### config.mk
export PLATFORM = sky130hd
export DESIGN_NAME = mem_access
export DESIGN_NICKNAME = d
export VERILOG_FILES = /design/src/rtl/mem_pkg.sv /design/src/rtl/mem_lane_align.sv /design/src/rtl/mem_access.sv
export SDC_FILE = /design/constraint.sdc
export NUM_CORES = 1
export LEC_CHECK = 0
export BUFFER_PORTS_ARGS = -buffer_cell sky130_fd_sc_hd__buf_2
export CORE_MARGIN = 4
export CORE_UTILIZATION = 35
export CTS_BUF_LIST = sky130_fd_sc_hd__clkbuf_4 sky130_fd_sc_hd__clkbuf_8
export DETAILED_ROUTE_END_ITERATION = 8
export GPL_TIMING_DRIVEN = 0
export MAX_ROUTING_LAYER = met4
export PLACE_DENSITY = 0.68
export SLEW_MARGIN = 20
export SYNTH_ARGS = -nofsm -noshare
export SYNTH_HDL_FRONTEND = slang
export SYNTH_SLANG_ARGS = --single-unit
### constraint.sdc
create_clock -name clock -period 2.35 [get_ports clock]
set_input_delay 0.5875 -clock clock [delete_from_list [all_inputs] [get_ports clock]]
set_output_delay 0.5875 -clock clock [all_outputs]
set_load 0.01 [all_outputs]
### src/rtl/mem_pkg.sv
// Shared encodings for the RAM access initiator: request sizes, FSM states
// and the size/alignment legality helper.
package mem_pkg;

    localparam logic [1:0] SIZE_BYTE = 2'd0;
    localparam logic [1:0] SIZE_HALF = 2'd1;
    localparam logic [1:0] SIZE_WORD = 2'd2;

    typedef enum logic [1:0] {
        ST_IDLE  = 2'd0,
        ST_ISSUE = 2'd1,
        ST_WAIT  = 2'd2,
        ST_RESP  = 2'd3
    } state_t;

    // Reserved size or an offset not aligned to the access size.
    function automatic logic size_align_error(input logic [1:0] size, input logic [1:0] off);
        logic bad;
        case (size)
            SIZE_BYTE: bad = 1'b0;
            SIZE_HALF: bad = off[0];
            SIZE_WORD: bad = (off != 2'd0);
            default:   bad = 1'b1;
        endcase
        return bad;
    endfunction

endpackage

### src/rtl/mem_lane_align.sv
// Combinational lane steering: store byte enables / replicated write data,
// and load lane extraction with sign or zero extension.
module mem_lane_align
    import mem_pkg::*;
(
    input  logic [1:0]  st_size,
    input  logic [1:0]  st_off,
    input  logic [31:0] st_wdata,
    output logic [3:0]  st_byteenable,
    output logic [31:0] st_wdata_rep,
    input  logic [1:0]  ld_size,
    input  logic [1:0]  ld_off,
    input  logic        ld_unsigned,
    input  logic [31:0] ld_rdata,
    output logic [31:0] ld_result
);

    logic [31:0] shift_s;

    // Store side: lane enables and data replicated across every lane.
    always_comb begin
        st_byteenable = 4'b0000;
        st_wdata_rep  = 32'h0000_0000;
        case (st_size)
            SIZE_BYTE: begin
                st_byteenable = 4'b0001 << st_off;
                st_wdata_rep  = {4{st_wdata[7:0]}};
            end
            SIZE_HALF: begin
                if (st_off[1]) begin
                    st_byteenable = 4'b1100;
                end else begin
                    st_byteenable = 4'b0011;
                end
                st_wdata_rep = {2{st_wdata[15:0]}};
            end
            SIZE_WORD: begin
                st_byteenable = 4'b1111;
                st_wdata_rep  = st_wdata;
            end
            default: begin
                st_byteenable = 4'b0000;
                st_wdata_rep  = 32'h0000_0000;
            end
        endcase
    end

    // Load side: word loads are always at offset 0, so the shifted word is the word itself.
    always_comb begin
        shift_s   = ld_rdata >> {ld_off, 3'b000};
        ld_result = 32'h0000_0000;
        case (ld_size)
            SIZE_BYTE: begin
                if (ld_unsigned) begin
                    ld_result = {24'h00_0000, shift_s[7:0]};
                end else begin
                    ld_result = {{24{shift_s[7]}}, shift_s[7:0]};
                end
            end
            SIZE_HALF: begin
                if (ld_unsigned) begin
                    ld_result = {16'h0000, shift_s[15:0]};
                end else begin
                    ld_result = {{16{shift_s[15]}}, shift_s[15:0]};
                end
            end
            SIZE_WORD: ld_result = shift_s;
            default:   ld_result = 32'h0000_0000;
        endcase
    end

endmodule

### src/rtl/mem_access.sv
// Load/store initiator for the single-cycle registered word RAM: accepts one
// byte-addressed request at a time and returns a one-cycle response pulse.
module mem_access
    import mem_pkg::*;
#(
    parameter logic [31:0] BASE       = 32'h0000_0000,
    parameter int          SIZE_WORDS = 65536
) (
    input  logic        clock,
    input  logic        reset,
    input  logic        req_valid,
    output logic        req_ready,
    input  logic        req_write,
    input  logic [1:0]  req_size,
    input  logic        req_unsigned,
    input  logic [31:0] req_addr,
    input  logic [31:0] req_wdata,
    output logic        resp_valid,
    output logic        resp_error,
    output logic [31:0] resp_rdata,
    output logic        mem_read,
    output logic        mem_write,
    output logic [31:0] mem_address,
    output logic [3:0]  mem_byteenable,
    output logic [31:0] mem_wdata,
    input  logic [31:0] mem_rdata
);

    localparam logic [31:0] SIZE_W = 32'(SIZE_WORDS);

    state_t      state_r;
    state_t      next_state_s;
    logic        accept_s;
    logic        err_s;
    logic [31:0] word_idx_s;
    logic        write_r;
    logic [1:0]  size_r;
    logic        unsigned_r;
    logic [1:0]  off_r;
    logic [3:0]  st_be_s;
    logic [31:0] st_wdata_s;
    logic [31:0] ld_result_s;

    assign accept_s   = req_valid && req_ready;
    assign word_idx_s = (req_addr - BASE) >> 2'd2;
    assign err_s      = size_align_error(req_size, req_addr[1:0])
                        || (req_addr < BASE)
                        || (word_idx_s >= SIZE_W);

    mem_lane_align u_align (
        .st_size       (req_size),
        .st_off        (req_addr[1:0]),
        .st_wdata      (req_wdata),
        .st_byteenable (st_be_s),
        .st_wdata_rep  (st_wdata_s),
        .ld_size       (size_r),
        .ld_off        (off_r),
        .ld_unsigned   (unsigned_r),
        .ld_rdata      (mem_rdata),
        .ld_result     (ld_result_s)
    );

    // Next-state decode: errors skip the RAM, stores skip the read wait.
    always_comb begin
        next_state_s = state_r;
        case (state_r)
            ST_IDLE: begin
                if (accept_s) begin
                    if (err_s) begin
                        next_state_s = ST_RESP;
                    end else begin
                        next_state_s = ST_ISSUE;
                    end
                end else begin
                    next_state_s = ST_IDLE;
                end
            end
            ST_ISSUE: begin
                if (write_r) begin
                    next_state_s = ST_RESP;
                end else begin
                    next_state_s = ST_WAIT;
                end
            end
            ST_WAIT: next_state_s = ST_RESP;
            ST_RESP: next_state_s = ST_IDLE;
            default: next_state_s = ST_IDLE;
        endcase
    end

    // State and output registers; pulses and response fields default low each cycle.
    always_ff @(posedge clock) begin
        if (reset) begin
            state_r        <= ST_IDLE;
            req_ready      <= 1'b0;
            resp_valid     <= 1'b0;
            resp_error     <= 1'b0;
            resp_rdata     <= 32'h0000_0000;
            mem_read       <= 1'b0;
            mem_write      <= 1'b0;
            mem_address    <= 32'h0000_0000;
            mem_byteenable <= 4'b0000;
            mem_wdata      <= 32'h0000_0000;
            write_r        <= 1'b0;
            size_r         <= SIZE_BYTE;
            unsigned_r     <= 1'b0;
            off_r          <= 2'd0;
        end else begin
            state_r    <= next_state_s;
            req_ready  <= (next_state_s == ST_IDLE);
            resp_valid <= 1'b0;
            resp_error <= 1'b0;
            resp_rdata <= 32'h0000_0000;
            mem_read   <= 1'b0;
            mem_write  <= 1'b0;
            case (state_r)
                ST_IDLE: begin
                    if (accept_s) begin
                        write_r    <= req_write;
                        size_r     <= req_size;
                        unsigned_r <= req_unsigned;
                        off_r      <= req_addr[1:0];
                        if (err_s) begin
                            resp_valid <= 1'b1;
                            resp_error <= 1'b1;
                        end else begin
                            mem_read       <= !req_write;
                            mem_write      <= req_write;
                            mem_address    <= word_idx_s;
                            mem_byteenable <= st_be_s;
                            mem_wdata      <= st_wdata_s;
                        end
                    end else begin
                        write_r <= write_r;
                    end
                end
                ST_ISSUE: resp_valid <= write_r;
                ST_WAIT: begin
                    resp_valid <= 1'b1;
                    resp_rdata <= ld_result_s;
                end
                ST_RESP: resp_valid <= 1'b0;
                default: resp_valid <= 1'b0;
            endcase
        end
    end

endmodule

-- After elaboration in Yosys (flattened, before gate mapping)
Cells that the tools add are included.
- register bits: 111
- input port bits: 103
- output and inout bits: 105
- word-level logic and storage cells: 57
- $lt $le $gt $ge: 2
- eq/ne operators: 7
- shifts and indexed selects: 2
- muxes and demuxes: 14
- bitwise gates (word level): 4
- reduce and logical (&&, ||, !) cells: 14
- operators by type and width (cell ; number):
    $pmux W32 S3 ; 2
    $mux W32 ; 2
    $lt A32 B1 Y1 const B ; 1
    $shr A32 B5 Y32 ; 1
    $ge A30 B17 Y1 const B ; 1
    $pmux W4 S3 ; 1
    $eq A2 B2 Y1 const B ; 4
    $logic_not A2 Y1 ; 4
    $pmux W2 S4 ; 1
    $eq A2 B1 Y1 const B ; 3
    $mux W2 ; 2
    $mux W4 ; 1
    $not A1 Y1 ; 4
    $pmux W1 S4 ; 1
    $reduce_or A2 Y1 ; 2
    $reduce_or A4 Y1 ; 1
    $shl A1 B2 Y4 const A ; 1
    $mux W1 ; 3
    $pmux W1 S3 ; 1
    $reduce_and A3 Y1 ; 1
    $logic_or A1 B1 Y1 ; 2
    $reduce_and A2 Y1 ; 1
    $reduce_bool A2 Y1 ; 1
    $logic_and A1 B1 Y1 ; 1
    $logic_not A1 Y1 ; 1

-- Longest topological paths before layout
- depth in word-level cells: 8
- gate-level depth with buffers: 7
- gate-level depth less buffers: 6

-- Cells and area by module
A second synthesis with hierarchy kept.
- cells, all modules: 594
- area, all modules: 5134.9 um^2
- modules (own cells, without submodules) (module ; instances ; cells an instance ; area an instance (um^2) ; sequential area each (um^2)):
    mem_access ; 1 ; 407 ; 3951.3 ; 2222.1
    mem_lane_align ; 1 ; 187 ; 1183.6 ; 0.0

-- Worst setup path after synthesis
OpenSTA, ideal clock, no wires.
- path kind: input to register
- start point: in req_size[1]
- end point: reg mem_address[20]
- setup time: 0.115 ns
- data arrival time: 1.753 ns
- data required time: 2.235 ns
- slack: 0.482 ns
- cell stages on the path: 6
- path buffers: 2
- cell sequence: nor2b_1 buf_2 a221oi_4 a21oi_1 buf_2 and2_1
- longest elaborated chain between the ends: 6
- elaborated cells between the ends (all ways): 8
- classes of those cells: eq/ne (2); mux (1); bitwise (1); reduce/logical (4)
- ends and longest elaborated chain (what ; line ; source):
    from (decl) ; mem_access.sv:14 ; input logic [1:0] req_size,
    $eq A2 B2 Y1 (tied with other cells) ; mem_pkg.sv:19 ; case (size)
    $pmux W1 S3 (*) ; mem_pkg.sv:19 ;
    $logic_or A1 B1 Y1 (*) ; mem_access.sv:47 ; || (req_addr < BASE)
    $logic_or A1 B1 Y1 (*) ; mem_access.sv:48 ; || (word_idx_s >= SIZE_W);
    $not A1 Y1 (no line) (*) ; - ;
    $reduce_and A3 Y1 (no line) (*) ; - ;
    to (signal assigned) ; mem_access.sv:129 ; mem_address <= word_idx_s;
    to (decl) ; mem_access.sv:23 ; output logic [31:0] mem_address,
Mark *: on every way between the ends. The rest lies on a longest branch, timed or not.
A chain may end at the register's enable or synchronous reset.

-- Worst setup path in the final report
- start point: reg state_r[0]
- end point: reg mem_wdata[30]
- longest elaborated chain between the ends: 2
- ends and longest elaborated chain (what ; line ; source):
    from (decl) ; mem_access.sv:31 ; state_t state_r;
    from (signal assigned) ; mem_access.sv:109 ; state_r <= next_state_s;
    $logic_not A2 Y1 ; mem_access.sv:116 ; case (state_r)
    $reduce_and A3 Y1 (no line) ; - ;
    to (signal assigned) ; mem_access.sv:131 ; mem_wdata <= st_wdata_s;
    to (decl) ; mem_access.sv:25 ; output logic [31:0] mem_wdata,
No other way between the ends.

==> run_results.csv <==
group,metric,value,unit
status,status,"finished, final reports clean",
logic_synthesis,synth_top_family_by_area,"compound AO/OA/AOI/OAI gates",
timing,layout_setup_ws,0.207,ns
logic_synthesis,ys_seq_elements,111,
timing,worst_pin_slew,0.546,ns
logic_synthesis,syn_area_per_cell,8.64,um^2
cts,cts_hold_buf,0,
logic_synthesis,muxShareOfSynthArea,7.04,%
floorplanning,io_pins,208,
floorplanning,core,13400,um^2
worst_setup_path,critPathMaxFanout,10,
worst_setup_path,crit_path_frequent_cell,"nand3_1",
grt,use_met3,4.15,%
final_layout,multi_input_area,2380,um^2
worst_setup_path,endpoint_kind,"flop",
cts,cts_root_buffer,"clkbuf_8",
floorplanning,rows,42,
cts,insertion_delay,0.38,ns
floorplanning,die_y,126,um
worst_setup_path,cp-start-kind,"flop",
cts,clock_sinks,111,
worst_setup_path,cp_cell_sequence,"inv_1 -> ha_1 -> nand3_1 -> a221oi_4 -> buf_4 -> buf_2 -> nand3_1 -> a21oi_1",
worst_hold_path,hold_path.class,"in2reg",
placed_design,place.gp.congestion,0.928,
timing,finClkSkew,0.00853,ns
floorplanning,start_util,36.2,%
worst_setup_path,critPathSlowestCell,"a221oi_4",
worst_setup_path,crit_required,2.67,ns
logic_synthesis,ys_warn_count,0,
grt,top_usage_layer,"met2",
cts,cts_tree,"built",
final_layout,diodes,0,
timing,fmax,467,MHz
route,drtIter0Drc,280,
pwr,p_per_area,596,nW/um^2
final_layout,area_growth,30.7,%
cts,cts_inserted_buffers,9,
timing,finalSetupTns,0,ns
final_layout,seqCellArea,2220,um^2
worst_setup_path,worst-path-buf-inv,3,
timing,min_period,2.14,ns
floorplanning,die_w,126,um
logic_synthesis,synthesis.instances,562,
logic_synthesis,async_reset_ff_share,0,%
placed_design,hpwl,12200,um
timing,finalMaxSlewViolations,0,
cts,ctsResizeCount,0,
worst_setup_path,cpPeakStageDelay,0.36,ns
placed_design,postPlaceCellArea,6100,um^2
logic_synthesis,post_synth_and_or_nand_nor_area_fraction,18.6,%
timing,hold_viol,0,
grt,grt_pass1_wl,24600,um
route,routed_wl,15900,um
timing,setup_viol,0,
logic_synthesis,synth_most_common_cell,"dfxtp_1",
floorplanning,die-area,15800,um^2
placed_design,post-place-ws,-0.194,ns
grt,grt_overflow,0,
logic_synthesis,synth_compound_area_share,22.0,%
timing,timing.slew.headroom,63.6,%
timing,rsz0062_at_grt,"no",
logic_synthesis,syn_area,4850,um^2
flow_run,cap_viol_max_count,0,
logic_synthesis,seq_area_frac_synth,45.8,%
logic_synthesis,synth_fa_ha_area_share,0.773,%
pwr,peakVddDrop,0.306,mV
final_layout,layout.nets,887,
grt,grt_pass1_vias,4840,
grt,grt_max_degree,18,
grt,antenna_found_initial,0,
pwr,leakagePower,2.79,nW
grt,grt_use_met2,31.8,%
logic_synthesis,synthFlopType,"dfxtp_1",
logic_synthesis,synth_common_cells,"dfxtp_1 (111), a21oi_1 (75), o21ai_0 (69), nand3_1 (34)",
final_layout,fin_area,6350,um^2
logic_synthesis,synth_top_area_cell,"dfxtp_1",
worst_setup_path,cpLargestDelayFamily,"buffers and inverters",
cts,cts_htree_levels,3,
final_layout,n_fill_cell,1339,
cts,ctsLongestPathBuffers,2,
timing,fin_crit_sh,91.2,%
route,via_per_inst,5.21,
worst_setup_path,arrival,2.46,ns
route,antenna_left,0,
logic_synthesis,synth-edff-count,0,
route,drc,0,
logic_synthesis,synth_area_leaders,"dfxtp_1 (46%), a21oi_1 (7.7%), o21ai_0 (7.1%), mux2i_1 (4.9%), a211oi_1 (3.6%)",
grt,grt_usage,19.8,%
logic_synthesis,ys_types,42,
route,dr_total_vias,5016,
cts,clkTransAtPathRegs,0.10,ns
placed_design,portBuffers,204,
route,drt_pre_antenna_iters,5,
final_layout,drive_above_1_share,32.4,%
logic_synthesis,yosysTopAreaCellShare,45.8,%
grt,grtUsageMet1,24.1,%
route,drt-wirelength-per-cell,16.6,um
timing,holdWs,0.412,ns
logic_synthesis,synth-xor-area-share,0.541,%
worst_setup_path,critical_path_class,"reg2reg",
==> where the power goes <==
group | switching, W | total, W | internal, W
Combinational | 0.000346 | 0.000565 | 0.000220
Sequential | 0.0000127 | 0.00193 | 0.00191
Clock | 0.000650 | 0.00129 | 0.000643
==> cells in the final DEF, fill, tap and decap left out, types with 2 or more instances in the layout <==
| master | Yosys | routed |
|---|---|---|
| dfxtp_1 | 111 | 111 |
| a21oi_1 | 75 | 75 |
| buf_2 | 17 | 221 |
| conb_1 | 1 | 2 |
| o22ai_1 | 2 | 2 |
| nor2_1 | 12 | 12 |
| clkbuf_8 | 0 | 10 |
| nor4_1 | 3 | 3 |
| nand3_1 | 34 | 34 |
| nand2b_1 | 14 | 14 |
| clkinv_2 | 0 | 2 |
| nor2b_1 | 18 | 18 |
| a211oi_1 | 23 | 23 |
| and3_1 | 2 | 2 |
| buf_1 | 3 | 3 |
| a31oi_1 | 8 | 8 |
| bufinv_16 | 0 | 2 |
| o21ai_0 | 69 | 69 |
| mux2_2 | 9 | 9 |
| nand4b_1 | 3 | 3 |
| and2_1 | 21 | 21 |
| inv_1 | 5 | 5 |
| nand4_1 | 9 | 9 |
| ha_1 | 3 | 3 |
| buf_4 | 2 | 5 |
| mux2i_1 | 24 | 24 |
| nand2_1 | 33 | 33 |
| xor2_1 | 3 | 3 |
| nand3b_1 | 9 | 9 |
| o2111ai_1 | 2 | 2 |
| clkbuf_1 | 33 | 33 |
==> state kept, by name (all words and copies together), names as in the netlist <==
| signal | count |
|---|---|
| mem_address | 30 |
| mem_byteenable | 4 |
| mem_read | 1 |
| mem_wdata | 32 |
| mem_write | 1 |
| off_r | 2 |
| req_ready | 1 |
| resp_error | 1 |
| resp_rdata | 32 |
| resp_valid | 1 |
| size_r | 2 |
| state_r | 2 |
| unsigned_r | 1 |
| write_r | 1 |
==> metrics by stage <==
step	total power, W	util, %	std cells
final	0.00378	47.4	962
after global routing	0.00395	47.4	962
after CTS	0.00382	47.4	962
after detailed placement	0.00252	45.5	943
after global placement	0.00252	45.5	943
after floorplan	0.00229	-	563
==> logic make-up after synthesis <==
kind of cell,count (synthesis)
flops,111
xor+xnor,3
fa+ha+maj,3
simple gates,164
mux,33
other cells,1
compound gates,187
buf+inv,60
==> cell type report <==
class	instances	share of cell area, %
clock inverter	5	1.24
sequential	111	35.0
tap	176	3.47
buffer	55	3.71
clock buffer	11	2.29
timing repair buffer	207	16.4
inverter	5	0.296
multi-input combinational	392	37.5
==> repair_timing <==
action,4_1_cts,5_1_grt
endpoints found under the hold margin,0,0
setup buffers,3,0
setup endpoints to repair,10,0
==> routing by layer <==
metal,part of all wire (%),vias up
met1,43,2284
met5,0,-
met2,46,265
met3,8.3,29
li1,-,2438
met4,2.6,0
==> final timing paths <==
kind / startpoint / to / slack [ns] / depth (start not counted)
setup / recovery: state_r[0] / mem_wdata[30] / 0.21 / 8
hold reg to reg: mem_address[20] / mem_address[20] / 0.46 / 1
setup reg to reg: state_r[0] / mem_wdata[30] / 0.21 / 8
hold / removal: req_write / mem_read / 0.41 / 2
Power figures use the tool's default switching activity.
